File: config.mk
export PLATFORM = sky130hd
export DESIGN_NAME = vram_arbiter_flat
export DESIGN_NICKNAME = d
export VERILOG_FILES = /design/src/rtl/vga_pkg.sv /design/src/rtl/vram_arbiter_if.sv /design/src/rtl/rd_tag_pipe.sv /design/src/rtl/vram_arbiter.sv /design/src/flat_wrapper.sv
export SDC_FILE = /design/constraint.sdc
export NUM_CORES = 1
export LEC_CHECK = 0
export ABC_AREA = 1
export CAP_MARGIN = 20
export CORE_ASPECT_RATIO = 2
export CORE_MARGIN = 2
export CORE_UTILIZATION = 40
export DETAILED_ROUTE_END_ITERATION = 10
export PLACE_DENSITY_LB_ADDON = 0.3
export SETUP_SLACK_MARGIN = 0.1
export SYNTH_ARGS = -nofsm -noshare
export SYNTH_HDL_FRONTEND = slang
export SYNTH_SLANG_ARGS = --single-unit
File: constraint.sdc
create_clock -name clock -period 1.5 [get_ports clock]
set_input_delay 0.3 -clock clock [delete_from_list [all_inputs] [get_ports clock]]
set_output_delay 0.3 -clock clock [all_outputs]
set_load 0.02 [all_outputs]
File: src/rtl/vga_pkg.sv
// Shared types for the VRAM arbiter: CPU-side FSM state encoding and return-tag owner codes.
package vga_pkg;

    typedef enum logic [2:0] {
        IDLE    = 3'd0,
        CPU_WR  = 3'd1,
        CPU_RD  = 3'd2,
        WAIT_RD = 3'd3,
        ACK     = 3'd4
    } state_t;

    typedef enum logic {
        OWN_PIX = 1'b0,
        OWN_CPU = 1'b1
    } owner_t;

endpackage

File: src/rtl/vram_arbiter_if.sv
// Bundles the scanout, CPU and VRAM-macro signals of the arbiter.
// The arbiter uses the slave view; the surrounding system (VGA, CPU, RAM) uses the master view.
interface vram_arbiter_if #(
    parameter int ADDR_W = 15,
    parameter int DATA_W = 8
);
    logic              hblank;
    logic              vblank;
    logic              pix_req;
    logic [ADDR_W-1:0] pix_addr;
    logic [DATA_W-1:0] pix_data;
    logic              pix_valid;
    logic              cpu_req;
    logic              cpu_we;
    logic [ADDR_W-1:0] cpu_addr;
    logic [DATA_W-1:0] cpu_wdata;
    logic [DATA_W-1:0] cpu_rdata;
    logic              cpu_ack;
    logic [ADDR_W-1:0] mem_addr;
    logic              mem_en;
    logic              mem_we;
    logic [DATA_W-1:0] mem_wdata;
    logic [DATA_W-1:0] mem_rdata;
    logic              pix_miss;

    modport slave (
        input  hblank, vblank, pix_req, pix_addr,
        input  cpu_req, cpu_we, cpu_addr, cpu_wdata, mem_rdata,
        output pix_data, pix_valid, cpu_rdata, cpu_ack,
        output mem_addr, mem_en, mem_we, mem_wdata, pix_miss
    );

    modport master (
        output hblank, vblank, pix_req, pix_addr,
        output cpu_req, cpu_we, cpu_addr, cpu_wdata, mem_rdata,
        input  pix_data, pix_valid, cpu_rdata, cpu_ack,
        input  mem_addr, mem_en, mem_we, mem_wdata, pix_miss
    );
endinterface

File: src/rtl/rd_tag_pipe.sv
// RD_LAT-deep {valid, owner} shift register fed from the registered VRAM command; its tail lines
// up with mem_rdata, so ret_pix_o/ret_cpu_o strobe exactly when the matching read word is present.
module rd_tag_pipe
    import vga_pkg::*;
#(
    parameter int RD_LAT = 2
) (
    input  logic   clock,
    input  logic   reset,
    input  logic   vld_i,
    input  owner_t own_i,
    output logic   ret_pix_o,
    output logic   ret_cpu_o
);

    logic [RD_LAT-1:0] vld_q;
    logic [RD_LAT-1:0] cpu_q;

    always_ff @(posedge clock or posedge reset) begin
        if (reset) begin
            vld_q <= '0;
            cpu_q <= '0;
        end else begin
            vld_q[0] <= vld_i;
            cpu_q[0] <= (own_i == OWN_CPU);
            for (int i = 1; i < RD_LAT; i++) begin
                vld_q[i] <= vld_q[i-1];
                cpu_q[i] <= cpu_q[i-1];
            end
        end
    end

    assign ret_pix_o = vld_q[RD_LAT-1] & ~cpu_q[RD_LAT-1];
    assign ret_cpu_o = vld_q[RD_LAT-1] &  cpu_q[RD_LAT-1];

endmodule

File: src/rtl/vram_arbiter.sv
// Single-port VRAM arbiter: scanout always wins, CPU fills idle slots; mem_* registered (1 cycle).
// Pixel data returns RD_LAT+1 after pix_req; a CPU request is held off (no ack) while pixels win.
module vram_arbiter
    import vga_pkg::*;
#(
    parameter int ADDR_W = 15,
    parameter int DATA_W = 8,
    parameter int RD_LAT = 2
) (
    input  logic         clock,
    input  logic         reset,
    vram_arbiter_if.slave bus
);

    state_t            state_q, state_d;
    logic [ADDR_W-1:0] mem_addr_q, mem_addr_d;
    logic              mem_en_q, mem_en_d;
    logic              mem_we_q, mem_we_d;
    logic [DATA_W-1:0] mem_wdata_q, mem_wdata_d;
    owner_t            own_q, own_d;
    logic [DATA_W-1:0] cpu_rdata_q, cpu_rdata_d;
    logic              pix_miss_q, pix_miss_d;
    logic              cpu_grant;
    logic              ret_pix;
    logic              ret_cpu;

    // The CPU slot is only granted from IDLE and only when scanout leaves the slot free;
    // otherwise the held cpu_req is simply looked at again next cycle.
    always_comb begin
        state_d     = state_q;
        mem_addr_d  = mem_addr_q;
        mem_en_d    = 1'b0;
        mem_we_d    = 1'b0;
        mem_wdata_d = mem_wdata_q;
        own_d       = own_q;
        cpu_rdata_d = cpu_rdata_q;
        cpu_grant   = bus.cpu_req && !bus.pix_req && (state_q == IDLE);

        if (bus.pix_req) begin
            mem_addr_d = bus.pix_addr;
            mem_en_d   = 1'b1;
            own_d      = OWN_PIX;
        end else if (cpu_grant) begin
            mem_addr_d = bus.cpu_addr;
            mem_en_d   = 1'b1;
            mem_we_d   = bus.cpu_we;
            own_d      = OWN_CPU;
            if (bus.cpu_we) begin
                mem_wdata_d = bus.cpu_wdata;
            end
        end

        case (state_q)
            IDLE:    if (cpu_grant) state_d = bus.cpu_we ? CPU_WR : CPU_RD;
            CPU_WR:  state_d = ACK;
            CPU_RD:  state_d = WAIT_RD;
            WAIT_RD: begin
                if (ret_cpu) begin
                    cpu_rdata_d = bus.mem_rdata;
                    state_d     = ACK;
                end
            end
            ACK:     state_d = IDLE;
            default: state_d = IDLE;
        endcase

        // A scanout fetch colliding with a CPU write during active video means the schedule is broken.
        pix_miss_d = pix_miss_q |
                     (bus.pix_req & ~bus.hblank & ~bus.vblank & mem_en_q & mem_we_q);
    end

    always_ff @(posedge clock or posedge reset) begin
        if (reset) begin
            state_q     <= IDLE;
            mem_addr_q  <= '0;
            mem_en_q    <= 1'b0;
            mem_we_q    <= 1'b0;
            mem_wdata_q <= '0;
            own_q       <= OWN_PIX;
            cpu_rdata_q <= '0;
            pix_miss_q  <= 1'b0;
        end else begin
            state_q     <= state_d;
            mem_addr_q  <= mem_addr_d;
            mem_en_q    <= mem_en_d;
            mem_we_q    <= mem_we_d;
            mem_wdata_q <= mem_wdata_d;
            own_q       <= own_d;
            cpu_rdata_q <= cpu_rdata_d;
            pix_miss_q  <= pix_miss_d;
        end
    end

    rd_tag_pipe #(
        .RD_LAT (RD_LAT)
    ) u_rd_tag_pipe (
        .clock     (clock),
        .reset     (reset),
        .vld_i     (mem_en_q & ~mem_we_q),
        .own_i     (own_q),
        .ret_pix_o (ret_pix),
        .ret_cpu_o (ret_cpu)
    );

    assign bus.mem_addr  = mem_addr_q;
    assign bus.mem_en    = mem_en_q;
    assign bus.mem_we    = mem_we_q;
    assign bus.mem_wdata = mem_wdata_q;
    assign bus.pix_valid = ret_pix;
    assign bus.pix_data  = ret_pix ? bus.mem_rdata : '0;
    assign bus.cpu_ack   = (state_q == ACK);
    assign bus.cpu_rdata = cpu_rdata_q;
    assign bus.pix_miss  = pix_miss_q;

endmodule

File: src/flat_wrapper.sv
// flat-port wrapper written by rule: the top's interface ports become plain ports
module vram_arbiter_flat import vga_pkg::*;
#(
    parameter int ADDR_W = 15,
    parameter int DATA_W = 8,
    parameter int RD_LAT = 2
)
  (clock, reset, bus_hblank, bus_vblank, bus_pix_req, bus_pix_addr, bus_cpu_req, bus_cpu_we, bus_cpu_addr, bus_cpu_wdata, bus_mem_rdata, bus_pix_data, bus_pix_valid, bus_cpu_rdata, bus_cpu_ack, bus_mem_addr, bus_mem_en, bus_mem_we, bus_mem_wdata, bus_pix_miss);
  vram_arbiter_if #(.ADDR_W(ADDR_W), .DATA_W(DATA_W)) bus_i ();
  input  logic clock;
  input  logic reset;
  input wire logic [$bits(bus_i.hblank)-1:0] bus_hblank;
  input wire logic [$bits(bus_i.vblank)-1:0] bus_vblank;
  input wire logic [$bits(bus_i.pix_req)-1:0] bus_pix_req;
  input wire logic [$bits(bus_i.pix_addr)-1:0] bus_pix_addr;
  input wire logic [$bits(bus_i.cpu_req)-1:0] bus_cpu_req;
  input wire logic [$bits(bus_i.cpu_we)-1:0] bus_cpu_we;
  input wire logic [$bits(bus_i.cpu_addr)-1:0] bus_cpu_addr;
  input wire logic [$bits(bus_i.cpu_wdata)-1:0] bus_cpu_wdata;
  input wire logic [$bits(bus_i.mem_rdata)-1:0] bus_mem_rdata;
  output wire logic [$bits(bus_i.pix_data)-1:0] bus_pix_data;
  output wire logic [$bits(bus_i.pix_valid)-1:0] bus_pix_valid;
  output wire logic [$bits(bus_i.cpu_rdata)-1:0] bus_cpu_rdata;
  output wire logic [$bits(bus_i.cpu_ack)-1:0] bus_cpu_ack;
  output wire logic [$bits(bus_i.mem_addr)-1:0] bus_mem_addr;
  output wire logic [$bits(bus_i.mem_en)-1:0] bus_mem_en;
  output wire logic [$bits(bus_i.mem_we)-1:0] bus_mem_we;
  output wire logic [$bits(bus_i.mem_wdata)-1:0] bus_mem_wdata;
  output wire logic [$bits(bus_i.pix_miss)-1:0] bus_pix_miss;
  assign bus_i.hblank = bus_hblank;
  assign bus_i.vblank = bus_vblank;
  assign bus_i.pix_req = bus_pix_req;
  assign bus_i.pix_addr = bus_pix_addr;
  assign bus_i.cpu_req = bus_cpu_req;
  assign bus_i.cpu_we = bus_cpu_we;
  assign bus_i.cpu_addr = bus_cpu_addr;
  assign bus_i.cpu_wdata = bus_cpu_wdata;
  assign bus_i.mem_rdata = bus_mem_rdata;
  assign bus_pix_data = bus_i.pix_data;
  assign bus_pix_valid = bus_i.pix_valid;
  assign bus_cpu_rdata = bus_i.cpu_rdata;
  assign bus_cpu_ack = bus_i.cpu_ack;
  assign bus_mem_addr = bus_i.mem_addr;
  assign bus_mem_en = bus_i.mem_en;
  assign bus_mem_we = bus_i.mem_we;
  assign bus_mem_wdata = bus_i.mem_wdata;
  assign bus_pix_miss = bus_i.pix_miss;
  vram_arbiter #(.ADDR_W(ADDR_W), .DATA_W(DATA_W), .RD_LAT(RD_LAT)) u_core (.clock(clock), .reset(reset), .bus(bus_i));
endmodule
Word-level counts from Yosys, hierarchy flattened
Cells that the tools add are included.
{"block": "totals", "output_inout_bits": 44, "wordCells": 50, "reg_bits": 42}
{"block": "classes", "bitwise": 13, "muxes": 13, "n_eq_ne": 6, "n_reduce_logical": 8}
{"cell": "$mux W15", "n": 2}
{"cell": "$pmux W3 S4", "n": 1}
{"cell": "$mux W8", "n": 1}
{"cell": "$and A1 B1 Y1", "n": 7}
{"cell": "$eq A3 B2 Y1 const B", "n": 2}
{"cell": "$mux W1", "n": 6}
{"cell": "$mux W3", "n": 2}
{"cell": "$not A1 Y1", "n": 5}
{"cell": "$ne A2 B1 Y1 const B", "n": 2}
{"cell": "$reduce_and A2 Y1", "n": 2}
{"cell": "$eq A3 B1 Y1 const B", "n": 1}
{"cell": "$eq A3 B3 Y1 const B", "n": 1}
{"cell": "$logic_not A3 Y1", "n": 1}
{"cell": "$reduce_and A3 Y1", "n": 1}
{"cell": "$logic_and A1 B1 Y1", "n": 2}
{"cell": "$mux W2", "n": 1}
{"cell": "$reduce_bool A2 Y1", "n": 1}
{"cell": "$logic_not A1 Y1", "n": 1}
{"cell": "$or A1 B1 Y1", "n": 1}

Longest topological paths before layout
{"block": "logic_depth", "ltp_word": 6, "ltp_mapped": 7}

Hierarchy
From an unflattened synthesis, not the netlist that was laid out.
{"block": "hier_totals", "hier_cells": 245, "hier_area_um2": 1930.6}
{"mod": "vram_arbiter", "area_each_um2": 1809.2, "cells_per_inst": 236, "instances": 1, "seq_area_each_um2": 950.9}
{"mod": "rd_tag_pipe", "area_each_um2": 121.4, "cells_per_inst": 9, "instances": 1, "seq_area_each_um2": 100.1}

Worst setup path after synthesis
OpenSTA, ideal clock, no wires.
{"block": "synth_timing", "path_kind": "reg-to-output", "from": "reg u_core.u_rd_tag_pipe.cpu_q[1]", "to": "out bus_pix_data[0]", "n_path_buf": 0, "stages_incl_launch_ff": 4, "setup_slack_ps": -5, "arrival_time_ps": 1205, "t_required_ps": 1200, "path_cell_list": "dfrtp_1 -> nor2_1 -> inv_1 -> nor2_1"}
{"block": "synth_via", "elab_chain_cells": 3}
{"item": "from (decl)", "line_no": "rd_tag_pipe.sv:17", "rtl": "logic [RD_LAT-1:0] cpu_q;"}
{"item": "from (signal, indexed assignment)", "line_no": "rd_tag_pipe.sv:28", "rtl": "cpu_q[i] <= cpu_q[i-1];"}
{"item": "$not A1 Y1", "line_no": "rd_tag_pipe.sv:33", "rtl": "assign ret_pix_o = vld_q[RD_LAT-1] & ~cpu_q[RD_LAT-1];"}
{"item": "$and A1 B1 Y1", "line_no": "rd_tag_pipe.sv:33"}
{"item": "named net bus_pix_valid", "line_no": "flat_wrapper.sv:22", "rtl": "output wire logic [$bits(bus_i.pix_valid)-1:0] bus_pix_valid;"}
{"item": "$mux W8", "line_no": "vram_arbiter.sv:110", "rtl": "assign bus.pix_data = ret_pix ? bus.mem_rdata : '0;"}
{"item": "to (decl)", "line_no": "flat_wrapper.sv:21", "rtl": "output wire logic [$bits(bus_i.pix_data)-1:0] bus_pix_data;"}
The timed path passes the listed nets, and every way through them passes these cells.

Worst setup path in the final report
{"block": "layout_timing", "from": "reg u_core.u_rd_tag_pipe.cpu_q[1]", "to": "out bus_pix_data[7]"}
{"block": "layout_via", "elab_chain_cells": 3}
{"item": "$not A1 Y1", "line_no": "rd_tag_pipe.sv:33"}
{"item": "$and A1 B1 Y1", "line_no": "rd_tag_pipe.sv:33"}
{"item": "$mux W8", "line_no": "vram_arbiter.sv:110"}
Every way passes these cells.

==> impl_metrics.env <==
export IMPL_timing_critical_path_from_type="flop"
export IMPL_routed_wire_length_per_instance_um=11.8
export IMPL_setup_worst_path_class="reg2out"
export IMPL_synth_warnings=0
export IMPL_syn2layout_area_growth_pct=72.2
export IMPL_synth_seq_cells=42
export IMPL_highest_layer="met4"
export IMPL_detailedPlace_worstSlack_ns=-0.336
export IMPL_slew_headroom_pct=76.0
export IMPL_worstSetupStartpoint="u_core.u_rd_tag_pipe.cpu_q[1]"
export IMPL_run_status="complete, but fails checks"
export IMPL_netlist_area_sq_um=1970
export IMPL_setup_tns_ns=-1.64
export IMPL_reg2reg_from="u_core.state_q[2]"
export IMPL_syn_inst=234
export IMPL_ctsRootBufferMaster="clkbuf_8"
export IMPL_clock_skew_final_ns=0.00675
export IMPL_setup_slack_ns=-0.246
export IMPL_p_leak_nw=1.80
export IMPL_fp_row_count=36
export IMPL_gp_routability_congestion=0.756
export IMPL_synth_cell_type_count=21
export IMPL_post_route_drc_count=0
export IMPL_min_path_type="in2async"
export IMPL_worst_r2r_path_depth=6
export IMPL_portBuffers=96
export IMPL_drt_pre_antenna_iters=3
export IMPL_totalWireLength_mm=4.96
export IMPL_setup_repair_after_global_routing_missed_its_margin="true"
export IMPL_route_vias_total=1918
export IMPL_drt_first_iter_violations=15
export IMPL_final_max_slew_violation_count=0
export IMPL_setup_viol=9
export IMPL_dr_wl_met3_um=268
export IMPL_number_of_buffers_created_by_cts=5
export IMPL_clock_path_buffers=2
export IMPL_ys_seq_area_share_pct=53.4
export IMPL_worstPathArrival_ns=1.45
export IMPL_placed_cell_area_sq_um=3160
export IMPL_postSynthNetCount=287
export IMPL_design_portCount=97
export IMPL_critPathRequiredTime_ns=1.20
export IMPL_failed_checks="setup timing"
export IMPL_final_instance_area_sq_um=3390
export IMPL_crit_path_end_kind="output port"
export IMPL_fp_coreArea_sq_um=4820
export IMPL_max_vdd_ir_drop_mv=0.703
export IMPL_insertion_delay_ns=0.29
export IMPL_postSynthAreaPerCell_sq_um=8.42
export IMPL_grt_pass1_vias=1869
export IMPL_post_cts_hold_buffer_count=0
export IMPL_global_route_overflow_total=0
export IMPL_powerDensity_nw_per_um2=737
export IMPL_drive_above_1_share_pct=24.5
export IMPL_cts_tree="done"
export IMPL_first_pass_grt_wire_length_mm=7.90
export IMPL_timing_final_crit_period_ns=1.75
export IMPL_total_power_mw=2.50
export IMPL_h_tree_depth=2
export IMPL_avgViaCountPerCell=4.57
export IMPL_worstReg2RegEnd="u_core.bus.mem_we"
export IMPL_critPathMaxFanout=2
export IMPL_rrSetupSlack_ns=0.21
export IMPL_cts_sinks=42
export IMPL_initial_core_util_pct=40.9
export IMPL_utilization_pct=70.4
export IMPL_worst_max_slew_pin_slew_ns=0.359
export IMPL_antenna_found_initial=0
export IMPL_nNetsFinal=415
export IMPL_path_clk_slew_ns=0.08
export IMPL_stdcell_count=420
export IMPL_hold_ws_ns=0.342
export IMPL_fp_dieH_um=103
export IMPL_dpl_cell_count=400
export IMPL_insertedDiodeCount=0
export IMPL_max_cap_violations=0
export IMPL_global_route_usage_total_pct=19.3
export IMPL_met2WireLength_mm=2.95
export IMPL_grt_max_degree=43
export IMPL_achievable_frequency_ghz=0.573
export IMPL_min_period_over_period_pct=116
export IMPL_dp_hpwl_mm=3.73
export IMPL_worstSetupEndpoint="bus_pix_data[7]"
export IMPL_chipWidth_um=53.6
export IMPL_area_of_the_die_sq_um=5530
export IMPL_wl_met1_mm=1.66
export IMPL_count_of_antenna_violating_nets_left_after_detailed_routing=0
export IMPL_finalHoldViolCount=0
-- flip-flops by register name (all words and copies together), names as in the netlist --
name / flops
u_core.bus.mem_en: 1
u_core.own_q: 1
u_core.state_q: 3
u_core.bus.cpu_rdata: 8
u_core.u_rd_tag_pipe.cpu_q: 2
u_core.bus.mem_wdata: 8
u_core.bus.mem_we: 1
u_core.u_rd_tag_pipe.vld_q: 2
u_core.bus.pix_miss: 1
u_core.bus.mem_addr: 15
-- worst max-delay path: stages, from the launching register on --
cell	delay, ns
dfrtp_1	0.41
nor2_4	0.14
clkinvlp_4	0.12
buf_4	0.14
buf_4	0.13
nor2_4	0.09
buf_6	0.12
-- report_power, final --
group / internal [mW] / switching (mW) / total [mW] / leakage (nW)
Clock: 0.372 / 0.375 / 0.747 / 0.0482
Combinational: 0.297 / 0.255 / 0.551 / 1.24
Sequential: 1.18 / 0.0250 / 1.20 / 0.504
Total: 1.85 / 0.655 / 2.50 / 1.80
-- what timing repair did --
item | CTS | global route
pin swaps | 2 | 5
endpoints found under the setup margin | 44 | 16
gates resized for setup | 102 | 5
cloned | 0 | 0
buffers inserted | 7 | 5
-- synthesized netlist by cell type --
master / count / share of area (%)
nand2_4: 1 / 0.57
nor2_8: 1 / 1.0
nand4_1: 1 / 0.32
o21ai_0: 4 / 1.0
nand3_4: 1 / 0.89
buf_12: 1 / 1.0
buf_2: 5 / 1.3
nand2_1: 104 / 20
nand3_1: 17 / 4.3
nor2_2: 1 / 0.32
o21bai_1: 1 / 0.38
inv_1: 18 / 3.4
nor2_4: 2 / 1.1
a211oi_1: 1 / 0.38
inv_2: 1 / 0.19
nor3b_1: 1 / 0.38
o21ai_2: 8 / 3.6
nor2_1: 12 / 2.3
buf_6: 2 / 1.1
nand2_2: 10 / 3.2
dfrtp_1: 42 / 53
-- area by class of cell --
cell class                 instances  area, sq um
timing repair buffer             129         1260
tap                               57         71.3
multi-input combinational        165          847
inverter                          19         75.1
clock inverter                     1         5.00
sequential                        42         1050
fill                             386         1430
clock buffer                       7         86.3
-- logic make-up (layout without fill, tap and decap cells) --
kind of cell | count (synthesis) | in the layout | synth area share, %
AO/OA/AOI/OAI | 14 | 14 | 5.34
buffers and inverters | 27 | 156 | 7.05
flip-flops | 42 | 42 | 53.4
AND/OR/NAND/NOR | 151 | 151 | 34.2
-- placed cells by master (no fill, tap or decap), types with 3 or more instances in the layout --
master and count:
nand3_1 16, nor2_1 3, o21ai_0 4, clkbuf_8 6, buf_12 6, o21ai_2 8, buf_6 12, buf_4 23
nor2_4 9, nor2_2 3, dlygate4sd2_1 34, clkdlybuf4s50_1 52, inv_1 15, nand2_1 104, inv_2 3, dfrtp_1 42
nand2_2 10
-- metal layers --
layer	GRT usage, %	vias to the layer above
li1	-	972
met2	37.5	62
met3	4.02	6
met4	8.09	0
met5	0	-
met1	18.4	878
-- how the worst min path moves through the flow --
stage / to / depth (start not counted)
4_1_cts: u_core.bus.cpu_rdata[2] / 3
2_1_floorplan: u_core.u_rd_tag_pipe.cpu_q[1] / 0
3_5_place_dp: u_core.u_rd_tag_pipe.cpu_q[1] / 0
5_1_grt: u_core.u_rd_tag_pipe.cpu_q[1] / 0
3_3_place_gp: u_core.u_rd_tag_pipe.vld_q[1] / 0
6_report: u_core.bus.mem_wdata[1] / 3
Note: power is estimated with default switching activity, not from simulation.
